## src/rtl/axi_addr_arbiter_if.sv

```systemverilog
`default_nettype none
//==============================================================================
// Module   : axi_addr_arbiter_if
// Brief    : Bundle of per-master request lanes and the single downstream
//            address channel seen by axi_addr_arbiter. Also defines the
//            per-request field widths (ID_BITS, LEN_BITS, SIZE_BITS,
//            BURST_BITS) shared by the arbiter and its users.
// Revision : 1.0  initial release
//==============================================================================

`ifndef ID_BITS
`define ID_BITS 4
`endif
`ifndef LEN_BITS
`define LEN_BITS 8
`endif
`ifndef SIZE_BITS
`define SIZE_BITS 3
`endif
`ifndef BURST_BITS
`define BURST_BITS 2
`endif

interface axi_addr_arbiter_if #(
   parameter int MASTERS = 4,
   parameter int WIDTH   = 22
);
   // Upstream: one request lane per master, slice i belongs to master i
   logic [MASTERS-1:0]              M_VALID;
   logic [MASTERS-1:0]              M_READY;
   logic [MASTERS*`ID_BITS-1:0]     M_ID;
   logic [MASTERS*WIDTH-1:0]        M_ADDR;
   logic [MASTERS*`LEN_BITS-1:0]    M_LEN;
   logic [MASTERS*`SIZE_BITS-1:0]   M_SIZE;
   logic [MASTERS*`BURST_BITS-1:0]  M_BURST;

   // Downstream: the granted request
   logic [MASTERS-1:0]              MASTER;
   logic [`ID_BITS-1:0]             ID;
   logic [WIDTH-1:0]                ADDR;
   logic [`LEN_BITS-1:0]            LEN;
   logic [`SIZE_BITS-1:0]           SIZE;
   logic [`BURST_BITS-1:0]          BURST;
   logic                            VALID;
   logic                            READY;

   // Environment view: drives the requests and the downstream accept
   modport master (
      output M_VALID, M_ID, M_ADDR, M_LEN, M_SIZE, M_BURST, READY,
      input  M_READY, MASTER, ID, ADDR, LEN, SIZE, BURST, VALID
   );

   // Arbiter view
   modport slave (
      input  M_VALID, M_ID, M_ADDR, M_LEN, M_SIZE, M_BURST, READY,
      output M_READY, MASTER, ID, ADDR, LEN, SIZE, BURST, VALID
   );
endinterface

`default_nettype wire

```

## src/rtl/axi_addr_arbiter.sv

```systemverilog
`default_nettype none
//==============================================================================
// Module   : axi_addr_arbiter
// Brief    : Arbitrates MASTERS address requests onto one downstream address
//            channel. Round-robin selection from a rotating pointer; the
//            winner's fields are registered and offered until accepted.
//            Optional macro AXI_ARB_PRIO0_EN gives master 0 absolute priority
//            (master-0 grants then leave the rotation pointer untouched).
// Revision : 1.0  initial release
//==============================================================================

module axi_addr_arbiter #(
   parameter int MASTERS = 4,
   parameter int WIDTH   = 22
) (
   input  wire logic          CLK,
   input  wire logic          RESET,
   axi_addr_arbiter_if.slave  bus
);

   localparam int                 c_PW      = $clog2(MASTERS);
   localparam logic [c_PW:0]      c_NUM     = MASTERS[c_PW:0];
   localparam logic [c_PW-1:0]    c_LAST    = MASTERS[c_PW-1:0] - 1;
   localparam logic [c_PW-1:0]    c_ONE     = 1;
   localparam logic [MASTERS-1:0] c_ONEHOT0 = 1;

   typedef enum logic [0:0] {
      IDLE  = 1'b0,
      OFFER = 1'b1
   } state_t;

   state_t                   r_state;
   state_t                   w_state_nxt;
   logic [c_PW-1:0]          r_ptr;
   logic [c_PW-1:0]          r_grant;
   logic [MASTERS-1:0]       r_master;
   logic [`ID_BITS-1:0]      r_id;
   logic [WIDTH-1:0]         r_addr;
   logic [`LEN_BITS-1:0]     r_len;
   logic [`SIZE_BITS-1:0]    r_size;
   logic [`BURST_BITS-1:0]   r_burst;

   logic                     w_found;
   logic [c_PW-1:0]          w_sel;
   logic [c_PW-1:0]          w_cand;
   logic [c_PW:0]            w_sum;
   logic                     w_capture;
   logic                     w_hs;
   logic [c_PW-1:0]          w_ptr_inc;

   // Per-master field slices as arrays so the winner can be picked by index
   logic [`ID_BITS-1:0]      w_id_arr    [MASTERS];
   logic [WIDTH-1:0]         w_addr_arr  [MASTERS];
   logic [`LEN_BITS-1:0]     w_len_arr   [MASTERS];
   logic [`SIZE_BITS-1:0]    w_size_arr  [MASTERS];
   logic [`BURST_BITS-1:0]   w_burst_arr [MASTERS];

   genvar gi;
   generate
      for (gi = 0; gi < MASTERS; gi++) begin : g_slice
         assign w_id_arr[gi]    = bus.M_ID[gi*`ID_BITS +: `ID_BITS];
         assign w_addr_arr[gi]  = bus.M_ADDR[gi*WIDTH +: WIDTH];
         assign w_len_arr[gi]   = bus.M_LEN[gi*`LEN_BITS +: `LEN_BITS];
         assign w_size_arr[gi]  = bus.M_SIZE[gi*`SIZE_BITS +: `SIZE_BITS];
         assign w_burst_arr[gi] = bus.M_BURST[gi*`BURST_BITS +: `BURST_BITS];
      end
   endgenerate

   // Winner search: first valid master at or above r_ptr, wrapping past the top
   always_comb begin
      w_found = 1'b0;
      w_sel   = '0;
      w_cand  = '0;
      w_sum   = '0;
      for (int k = 0; k < MASTERS; k++) begin
         w_sum = {1'b0, r_ptr} + k[c_PW:0];
         if (w_sum >= c_NUM) begin
            w_sum = w_sum - c_NUM;
         end
         w_cand = w_sum[c_PW-1:0];
         if (!w_found && bus.M_VALID[w_cand]) begin
            w_found = 1'b1;
            w_sel   = w_cand;
         end
      end
`ifdef AXI_ARB_PRIO0_EN
      if (bus.M_VALID[0]) begin
         w_found = 1'b1;
         w_sel   = '0;
      end
`endif
   end

   // State register
   always_ff @(posedge CLK) begin
      if (RESET) begin
         r_state <= IDLE;
      end else begin
         r_state <= w_state_nxt;
      end
   end

   // Next state: grant from IDLE, return on handshake (never regrant same cycle)
   always_comb begin
      w_state_nxt = r_state;
      w_capture   = 1'b0;
      w_hs        = 1'b0;
      case (r_state)
         IDLE: begin
            if (w_found) begin
               w_capture   = 1'b1;
               w_state_nxt = OFFER;
            end
         end
         OFFER: begin
            if (bus.READY) begin
               w_hs        = 1'b1;
               w_state_nxt = IDLE;
            end
         end
         default: w_state_nxt = IDLE;
      endcase
   end

   assign w_ptr_inc = (r_grant == c_LAST) ? '0 : r_grant + c_ONE;

   // Grant capture and pointer rotation; fields hold while idle
   always_ff @(posedge CLK) begin
      if (RESET) begin
         r_ptr    <= '0;
         r_grant  <= '0;
         r_master <= '0;
         r_id     <= '0;
         r_addr   <= '0;
         r_len    <= '0;
         r_size   <= '0;
         r_burst  <= '0;
      end else begin
         if (w_capture) begin
            r_grant  <= w_sel;
            r_master <= c_ONEHOT0 << w_sel;
            r_id     <= w_id_arr[w_sel];
            r_addr   <= w_addr_arr[w_sel];
            r_len    <= w_len_arr[w_sel];
            r_size   <= w_size_arr[w_sel];
            r_burst  <= w_burst_arr[w_sel];
         end
         if (w_hs) begin
`ifdef AXI_ARB_PRIO0_EN
            if (r_grant != '0) begin
               r_ptr <= w_ptr_inc;
            end
`else
            r_ptr <= w_ptr_inc;
`endif
         end
      end
   end

   assign bus.VALID   = (r_state == OFFER);
   assign bus.M_READY = w_hs ? r_master : '0;
   assign bus.MASTER  = r_master;
   assign bus.ID      = r_id;
   assign bus.ADDR    = r_addr;
   assign bus.LEN     = r_len;
   assign bus.SIZE    = r_size;
   assign bus.BURST   = r_burst;

endmodule

`default_nettype wire

```

## src/flat_wrapper.sv

```systemverilog
// flat-port wrapper written by rule: the top's interface ports become plain ports
module axi_addr_arbiter_flat 
#(
   parameter int MASTERS = 4,
   parameter int WIDTH   = 22
)
  (CLK, RESET, bus_M_VALID, bus_M_ID, bus_M_ADDR, bus_M_LEN, bus_M_SIZE, bus_M_BURST, bus_READY, bus_M_READY, bus_MASTER, bus_ID, bus_ADDR, bus_LEN, bus_SIZE, bus_BURST, bus_VALID);
  axi_addr_arbiter_if #(.MASTERS(MASTERS), .WIDTH(WIDTH)) bus_i ();
  input  wire logic CLK;
  input  wire logic RESET;
  input wire logic [$bits(bus_i.M_VALID)-1:0] bus_M_VALID;
  input wire logic [$bits(bus_i.M_ID)-1:0] bus_M_ID;
  input wire logic [$bits(bus_i.M_ADDR)-1:0] bus_M_ADDR;
  input wire logic [$bits(bus_i.M_LEN)-1:0] bus_M_LEN;
  input wire logic [$bits(bus_i.M_SIZE)-1:0] bus_M_SIZE;
  input wire logic [$bits(bus_i.M_BURST)-1:0] bus_M_BURST;
  input wire logic [$bits(bus_i.READY)-1:0] bus_READY;
  output wire logic [$bits(bus_i.M_READY)-1:0] bus_M_READY;
  output wire logic [$bits(bus_i.MASTER)-1:0] bus_MASTER;
  output wire logic [$bits(bus_i.ID)-1:0] bus_ID;
  output wire logic [$bits(bus_i.ADDR)-1:0] bus_ADDR;
  output wire logic [$bits(bus_i.LEN)-1:0] bus_LEN;
  output wire logic [$bits(bus_i.SIZE)-1:0] bus_SIZE;
  output wire logic [$bits(bus_i.BURST)-1:0] bus_BURST;
  output wire logic [$bits(bus_i.VALID)-1:0] bus_VALID;
  assign bus_i.M_VALID = bus_M_VALID;
  assign bus_i.M_ID = bus_M_ID;
  assign bus_i.M_ADDR = bus_M_ADDR;
  assign bus_i.M_LEN = bus_M_LEN;
  assign bus_i.M_SIZE = bus_M_SIZE;
  assign bus_i.M_BURST = bus_M_BURST;
  assign bus_i.READY = bus_READY;
  assign bus_M_READY = bus_i.M_READY;
  assign bus_MASTER = bus_i.MASTER;
  assign bus_ID = bus_i.ID;
  assign bus_ADDR = bus_i.ADDR;
  assign bus_LEN = bus_i.LEN;
  assign bus_SIZE = bus_i.SIZE;
  assign bus_BURST = bus_i.BURST;
  assign bus_VALID = bus_i.VALID;
  axi_addr_arbiter #(.MASTERS(MASTERS), .WIDTH(WIDTH)) u_core (.CLK(CLK), .RESET(RESET), .bus(bus_i));
endmodule
```

## config.mk

```make
export PLATFORM = sky130hd
export DESIGN_NAME = axi_addr_arbiter_flat
export DESIGN_NICKNAME = d
export VERILOG_FILES = /design/src/rtl/axi_addr_arbiter_if.sv /design/src/rtl/axi_addr_arbiter.sv /design/src/flat_wrapper.sv
export SDC_FILE = /design/constraint.sdc
export NUM_CORES = 1
export LEC_CHECK = 0
export CORE_MARGIN = 4
export CORE_UTILIZATION = 35
export DETAILED_ROUTE_END_ITERATION = 7
export PLACE_DENSITY = 0.79
export SKIP_LAST_GASP = 1
export SYNTH_ARGS = -nofsm -noshare
export SYNTH_HDL_FRONTEND = slang
export SYNTH_SLANG_ARGS = --single-unit
```

## constraint.sdc

```tcl
create_clock -name CLK -period 1.45 [get_ports CLK]
set_clock_uncertainty 0.15 [all_clocks]
set_input_delay 0.29 -clock CLK [delete_from_list [all_inputs] [get_ports CLK]]
set_output_delay 0.29 -clock CLK [all_outputs]
set_load 0.01 [all_outputs]
```

==> flow_summary.json, run 1 <==
{
  "wire_per_inst_um": 25.79,
  "max-vdd-ir-drop_uv": 469.3,
  "grt_setup_unrepaired": "true",
  "fmax_mhz": 546.5,
  "io_pins": 211,
  "critPathMaxStageDelay_ns": 0.40,
  "powerDensity_nw_per_um2": 640.8,
  "dpl.cell_count": 806,
  "holdPathStages": 5,
  "routabilityCongestion": 0.8376,
  "met2_usage_pct": 54.19,
  "vias": 5630,
  "drc_errors": 0,
  "status": "complete, but fails checks",
  "syn_nets": 647,
  "cts_tree": "built",
  "finalSetupTns_ns": -10.72,
  "std_cell_rows": 36,
  "syn_inst": 483,
  "grt_antenna_before_repair": 0,
  "clock_sinks": 48,
  "die_y_um": 108.4,
  "hold_buffers": 0,
  "die_x_um": 108.4,
  "syn-cell-area_um2": 3531,
  "grt_usage_pct": 31.84,
  "critPathMaxFanout": 10,
  "cts_buffers": 5,
  "layout_setup_ws_ns": -0.3798,
  "clock_path_buffers": 2,
  "drt-initial-drc-count": 675,
  "clk_latency_ns": 0.31,
  "finalNetCount": 892,
  "gr-total-overflow": 0,
  "hold_viol": 0,
  "dieArea_um2": 11760,
  "p_sw_uw": 1724,
  "totalWireLength_um": 22210,
  "power_uw": 4787,
  "ant_nets": 0,
  "grt_start_max_net_pins": 46,
  "hp-class": "in -> reg",
  "violations": "setup timing",
  "worstSetupStartpointType": "flop",
  "sequentialPowerShare_pct": 31.8,
  "grt_pass1_vias": 5374,
  "stdcell_area_um2": 7471,
  "r2r_cells": 7,
  "syn2layout_area_growth_pct": 111.6,
  "coreArea_um2": 9819,
  "start_util_pct": 35.96,
  "fin_crit_ns": 1.830,
  "use_met3_pct": 6.328,
  "p_int_uw": 3063,
  "yosysWarnings": 0,
  "leakage_uw": 0.002966,
  "ys_seq_area_share_pct": 27.21,
  "hpwl_um": 11550,
  "path_cells": "buf_6, buf_6, o21a_4, buf_12, a211oi_1, a211oi_1, a31oi_1",
  "viasPerCell": 6.539,
  "synth-seq-cells": 48,
  "firstDrtPassIters": 5,
  "root_buffer": "clkbuf_8",
  "sw_frac_of_total_pct": 36.01,
  "finalCritPeriodShare_pct": 126.2,
  "worstPathArrival_ns": 1.86,
  "worstSetupPathType": "reg -> reg",
  "netlist-cell-type-count": 32,
  "utilization_pct": 76.08,
  "end_kind": "flop",
  "stdcell_count": 861,
  "use_met1_pct": 38.33,
  "placed_cell_area_um2": 6006,
  "clock_power_share_pct": 16.8,
  "relSlewSlack_pct": 68.82,
  "grt_busiest_layer": "met2",
  "worstMarginPinSlew_ns": 0.4666,
  "syn_avg_cell_area_um2": 7.310,
  "cp_slowest_cell": "dfxtp_4",
  "h-tree-depth": 2,
  "io_buffers": 210,
  "maxCapViolations": 0,
  "antenna_cells": 0,
  "cp_data_required_time_ns": 1.48,
  "cts.reportedPaths.clkPinSlew_ns": 0.10,
  "drive_gt1_share_pct": 30.63,
  "slew_viol_final": 0,
  "finalSetupViolCount": 51,
  "pwr-share-comb_pct": 51.4,
  "grt_pass1_wl_um": 29030
}
==> sequential cells by signal (all words and copies together) (netlist names) <==
| signal | flops |
|---|---|
| u_core.bus.BURST | 2 |
| u_core.r_grant | 2 |
| u_core.bus.LEN | 8 |
| u_core.bus.VALID | 1 |
| u_core.bus.SIZE | 3 |
| u_core.bus.MASTER | 4 |
| u_core.bus.ADDR | 22 |
| u_core.bus.ID | 4 |
| u_core.r_ptr | 2 |
==> layout make-up <==
cell class,count,area [µm²]
inverter,3,11.26
timing repair buffer,299,3308
tap,133,166.4
multi-input combinational,371,2935
clock inverter,1,5.005
fill,654,2349
sequential,48,972.2
clock buffer,6,72.57
==> synth_stat cells (all sizes together) <==
cell type / count / area share (%)
a211oi: 80 / 17
nand2: 49 / 5.2
dfxtp: 48 / 27
and3: 43 / 7.6
clkbuf: 43 / 4.6
o21ai: 43 / 6.2
nand3: 42 / 6.0
o21bai: 40 / 8.6
a31oi: 39 / 6.9
buf: 21 / 4.1
a21oi: 10 / 1.4
nor2b: 4 / 0.71
inv: 3 / 0.32
nor2: 3 / 0.32
nor3: 3 / 0.43
a211o: 1 / 0.25
a21boi: 1 / 0.21
a21o: 1 / 0.21
a221o: 1 / 0.28
ha: 1 / 0.35
nand2b: 1 / 0.18
nand4b: 1 / 0.25
nor4: 1 / 0.60
o2111ai: 1 / 0.25
o21a: 1 / 0.21
o32ai: 1 / 0.46
or2: 1 / 0.18
==> final timing paths <==
check	startpoint	end	slack (ns)
max	u_core.r_ptr[1]$_SDFFE_PP0P_	u_core.bus.LEN[7]$_SDFFE_PP0P_	-0.38
min	bus_M_VALID[0]	u_core.bus.MASTER[0]$_SDFFE_PP0P_	0.35
max reg2reg	u_core.r_ptr[1]$_SDFFE_PP0P_	u_core.bus.LEN[7]$_SDFFE_PP0P_	-0.38
min reg2reg	u_core.bus.MASTER[0]$_SDFFE_PP0P_	u_core.bus.MASTER[0]$_SDFFE_PP0P_	0.35
==> kinds of logic (layout without fill, tap and decap cells) <==
kind of cell | count (synthesis) | count (layout) | share of synthesized area [%]
adders and majority gates | 1 | 1 | 0.3543
buffers and inverters | 67 | 309 | 8.965
DFF | 48 | 48 | 27.21
and+or+nand+nor | 148 | 151 | 21.44
AOI/OAI and AO/OA | 219 | 219 | 42.03
==> what timing repair did <==
action,in CTS,in global routing
endpoints found under the setup margin,93,50
buffers inserted,13,12
gates resized for setup,197,80
pin swaps,51,37
gates cloned,18,10
==> through the flow <==
stage | worst slack (ns) | hold WS [ns]
global route | -0.4598 | 0.3695
floorplan | -0.02926 | 0.2397
detailed placement | -1.006 | 0.3064
CTS | -0.2099 | 0.3191
global placement | -0.9095 | 0.2972
finish | -0.3798 | 0.3494
==> cell usage in the layout, fill, tap and decap left out, types with 3 or more instances in the layout <==
cell type / n
a211oi_1: 22
a211oi_2: 49
a211oi_4: 9
a21oi_1: 6
a21oi_2: 4
a31oi_1: 38
and3_1: 30
and3_4: 13
buf_12: 15
buf_16: 8
buf_4: 29
buf_6: 31
buf_8: 5
clkbuf_16: 7
clkbuf_8: 5
clkdlybuf4s50_1: 157
dfxtp_1: 45
dfxtp_4: 3
dlygate4sd2_1: 43
nand2_1: 48
nand3_1: 25
nand3_2: 17
nor2_4: 4
o21ai_0: 26
o21ai_1: 12
o21ai_2: 4
o21bai_1: 39
==> layer usage <==
| metal | part of all wire [%] | vias to the layer above |
|---|---|---|
| met5 | 0 | - |
| met4 | 6.8 | 0 |
| met1 | 34 | 2596 |
| met2 | 47 | 523 |
| met3 | 12 | 163 |
| li1 | - | 2348 |
==> power groups by stage <==
stage / sequential (µW) / clock [µW] / combinational, µW
finish: 1520 / 804 / 2460
global route: 1540 / 833 / 2540
CTS: 1520 / 780 / 2170
detailed placement: 1560 / 0 / 1760
global placement: 1550 / 0 / 1720
floorplan: 1600 / 0 / 703
==> critical path: cells and delay by family, from the launching register on <==
| family | cells | cell delay [ns] |
|---|---|---|
| AOI/OAI and AO/OA | 4 | 0.76 |
| buffers and inverters | 3 | 0.38 |
| DFF | 1 | 0.40 |
No activity file was read; power rests on OpenSTA's default activity.
==> inputs of run 2 (changes only) <==
- TNS_END_PERCENT: default -> 50
==> run 2 against run 1 <==
Against the previous run:
- the flow still finishes with violations (setup timing)
- clock power rose by 20%
- hold slack got worse by 0.028 ns
- maximum frequency increased by 2.4%
- flip-flop and latch count stayed put
- global-route usage rose by 3.6 points
==> flow_summary.json, run 2 (synthesis results as in run 1) <==
{
  "relSlewSlack_pct": 73.95,
  "mostFrequentLayoutCells": "clkdlybuf4s50_1 (192), a211oi_2 (63), nand2_1 (48)",
  "drive_gt1_share_pct": 36.51,
  "routabilityCongestion": 0.8462,
  "fin_crit_ns": 1.788,
  "fmax_mhz": 559.4,
  "slew_viol_final": 0,
  "std_cell_rows": 36,
  "layout_commonest_cell": "clkdlybuf4s50_1",
  "worstSetupPathType": "reg -> reg",
  "finalSetupTns_ns": -18.63,
  "largest_reg_flops": 22,
  "max-vdd-ir-drop_uv": 402.4,
  "maxCapViolations": 0,
  "end_kind": "flop",
  "hold_ws_ns": 0.3211,
  "firstDrtPassIters": 5,
  "grt_antenna_before_repair": 0,
  "h-tree-depth": 2,
  "clock_path_buffers": 2,
  "clock_sinks": 48,
  "drc_errors": 0,
  "vias": 5471,
  "cts_tree": "built",
  "root_buffer": "clkbuf_8",
  "wire_per_inst_um": 25.15,
  "worstMarginPinSlew_ns": 0.3907,
  "worstSetupStartpointType": "flop",
  "cts.reportedPaths.clkPinSlew_ns": 0.09,
  "syn2layout_area_growth_pct": 116.2,
  "drt-initial-drc-count": 463,
  "powerDensity_nw_per_um2": 658.3,
  "hp-class": "reg -> reg",
  "viasPerCell": 6.391,
  "dpl.cell_count": 817,
  "io_buffers": 210,
  "antenna_cells": 0,
  "hold_viol": 0,
  "coreArea_um2": 9819,
  "grt_setup_unrepaired": "true",
  "cts_buffers": 5,
  "violations": "setup timing",
  "dieArea_um2": 11760,
  "hpwl_um": 11930,
  "start_util_pct": 35.96,
  "finalNetCount": 888,
  "critPathMaxFanout": 7,
  "grt_usage_pct": 35.42,
  "gr-total-overflow": 0,
  "ant_nets": 0,
  "totalWireLength_um": 21530,
  "cp_data_required_time_ns": 1.47,
  "hold_buffers": 0,
  "stdcell_count": 856,
  "finalSetupViolCount": 87,
  "grt_start_max_net_pins": 45,
  "status": "complete, but fails checks",
  "die_x_um": 108.4,
  "grt_pass1_wl_um": 32290,
  "fillCellCount": 616,
  "finalCritPeriodShare_pct": 123.3,
  "worstPathArrival_ns": 1.80,
  "layout_setup_ws_ns": -0.3377,
  "grt_pass1_vias": 5849,
  "io_pins": 211,
  "die_y_um": 108.4,
  "clk_latency_ns": 0.30,
  "leakage_uw": 0.002913
}
run 2: cell types whose count changed in the layout (fill, tap and decap cells not counted), moves of 7 or more:
cell             delta
dlygate4sd2_1      -39
clkbuf_16           -7
buf_4               +8
nand3_2            +17
clkdlybuf4s50_1    +35
o21ai_0            -20
o21ai_2            +13
a211oi_2           +14
a211oi_1            -9
buf_6              -10
nand3_1            -21
run 2: area by class of cell:
cell class | count | area, µm² | share of cell area [%]
Multi-Input combinational cell | 368 | 3117 | 40.83
Tap cell | 133 | 166.4 | 2.180
Inverter | 3 | 11.26 | 0.1475
Clock inverter | 1 | 30.03 | 0.3934
Sequential cell | 48 | 970.9 | 12.72
Timing Repair Buffer | 298 | 3269 | 42.83
Clock buffer | 5 | 68.82 | 0.9015
run 2: what timing repair did:
item	CTS	global route
buffers inserted	18	2
gates resized for setup	258	44
hold endpoints to repair	0	0
pin swaps	82	22
setup endpoints to repair	93	93
gates cloned	15	0
run 2: power by group:
group | internal [µW] | switching [µW]
clock | 497 | 471
sequential | 1450 | 88.5
combinational | 1350 | 1170
run 2: worst paths after layout:
kind	cells after the start	slack [ns]	start	endpoint
worst min register to register	2	0.32	u_core.r_grant[1]$_SDFFE_PP0P_	u_core.r_grant[1]$_SDFFE_PP0P_
worst max-delay path	7	-0.34	u_core.r_ptr[1]$_SDFFE_PP0P_	u_core.bus.ADDR[13]$_SDFFE_PP0P_
worst max register to register	7	-0.34	u_core.r_ptr[1]$_SDFFE_PP0P_	u_core.bus.ADDR[13]$_SDFFE_PP0P_
worst min-delay path	2	0.32	u_core.r_grant[1]$_SDFFE_PP0P_	u_core.r_grant[1]$_SDFFE_PP0P_
run 2: worst max-delay path, cell delays in order, from the launching register on:
cell     delay (ns)
dfxtp_4        0.38
buf_12         0.12
nor2_2         0.05
a221o_4        0.45
buf_12         0.17
buf_16         0.15
nand3_2        0.07
a31oi_1        0.10
run 2: stage by stage:
stage	power, µW	area [µm²]	setup WS [ns]	util (%)
floorplan	2303	3592	-0.02926	-
global placement	3305	6063	-0.8046	61.75
detailed placement	3340	6063	-0.8189	61.75
CTS	4849	7456	-0.2613	75.93
global route	5207	7634	-0.3525	77.74
finish	5025	7634	-0.3377	77.74
run 2: routing by layer:
layer,track usage (%),vias up,wire [µm]
li1,-,2325,-
met1,39.56,2589,7594
met2,59.80,439,10620
met3,8.179,118,1977
met4,23.62,0,1337
met5,0,-,0
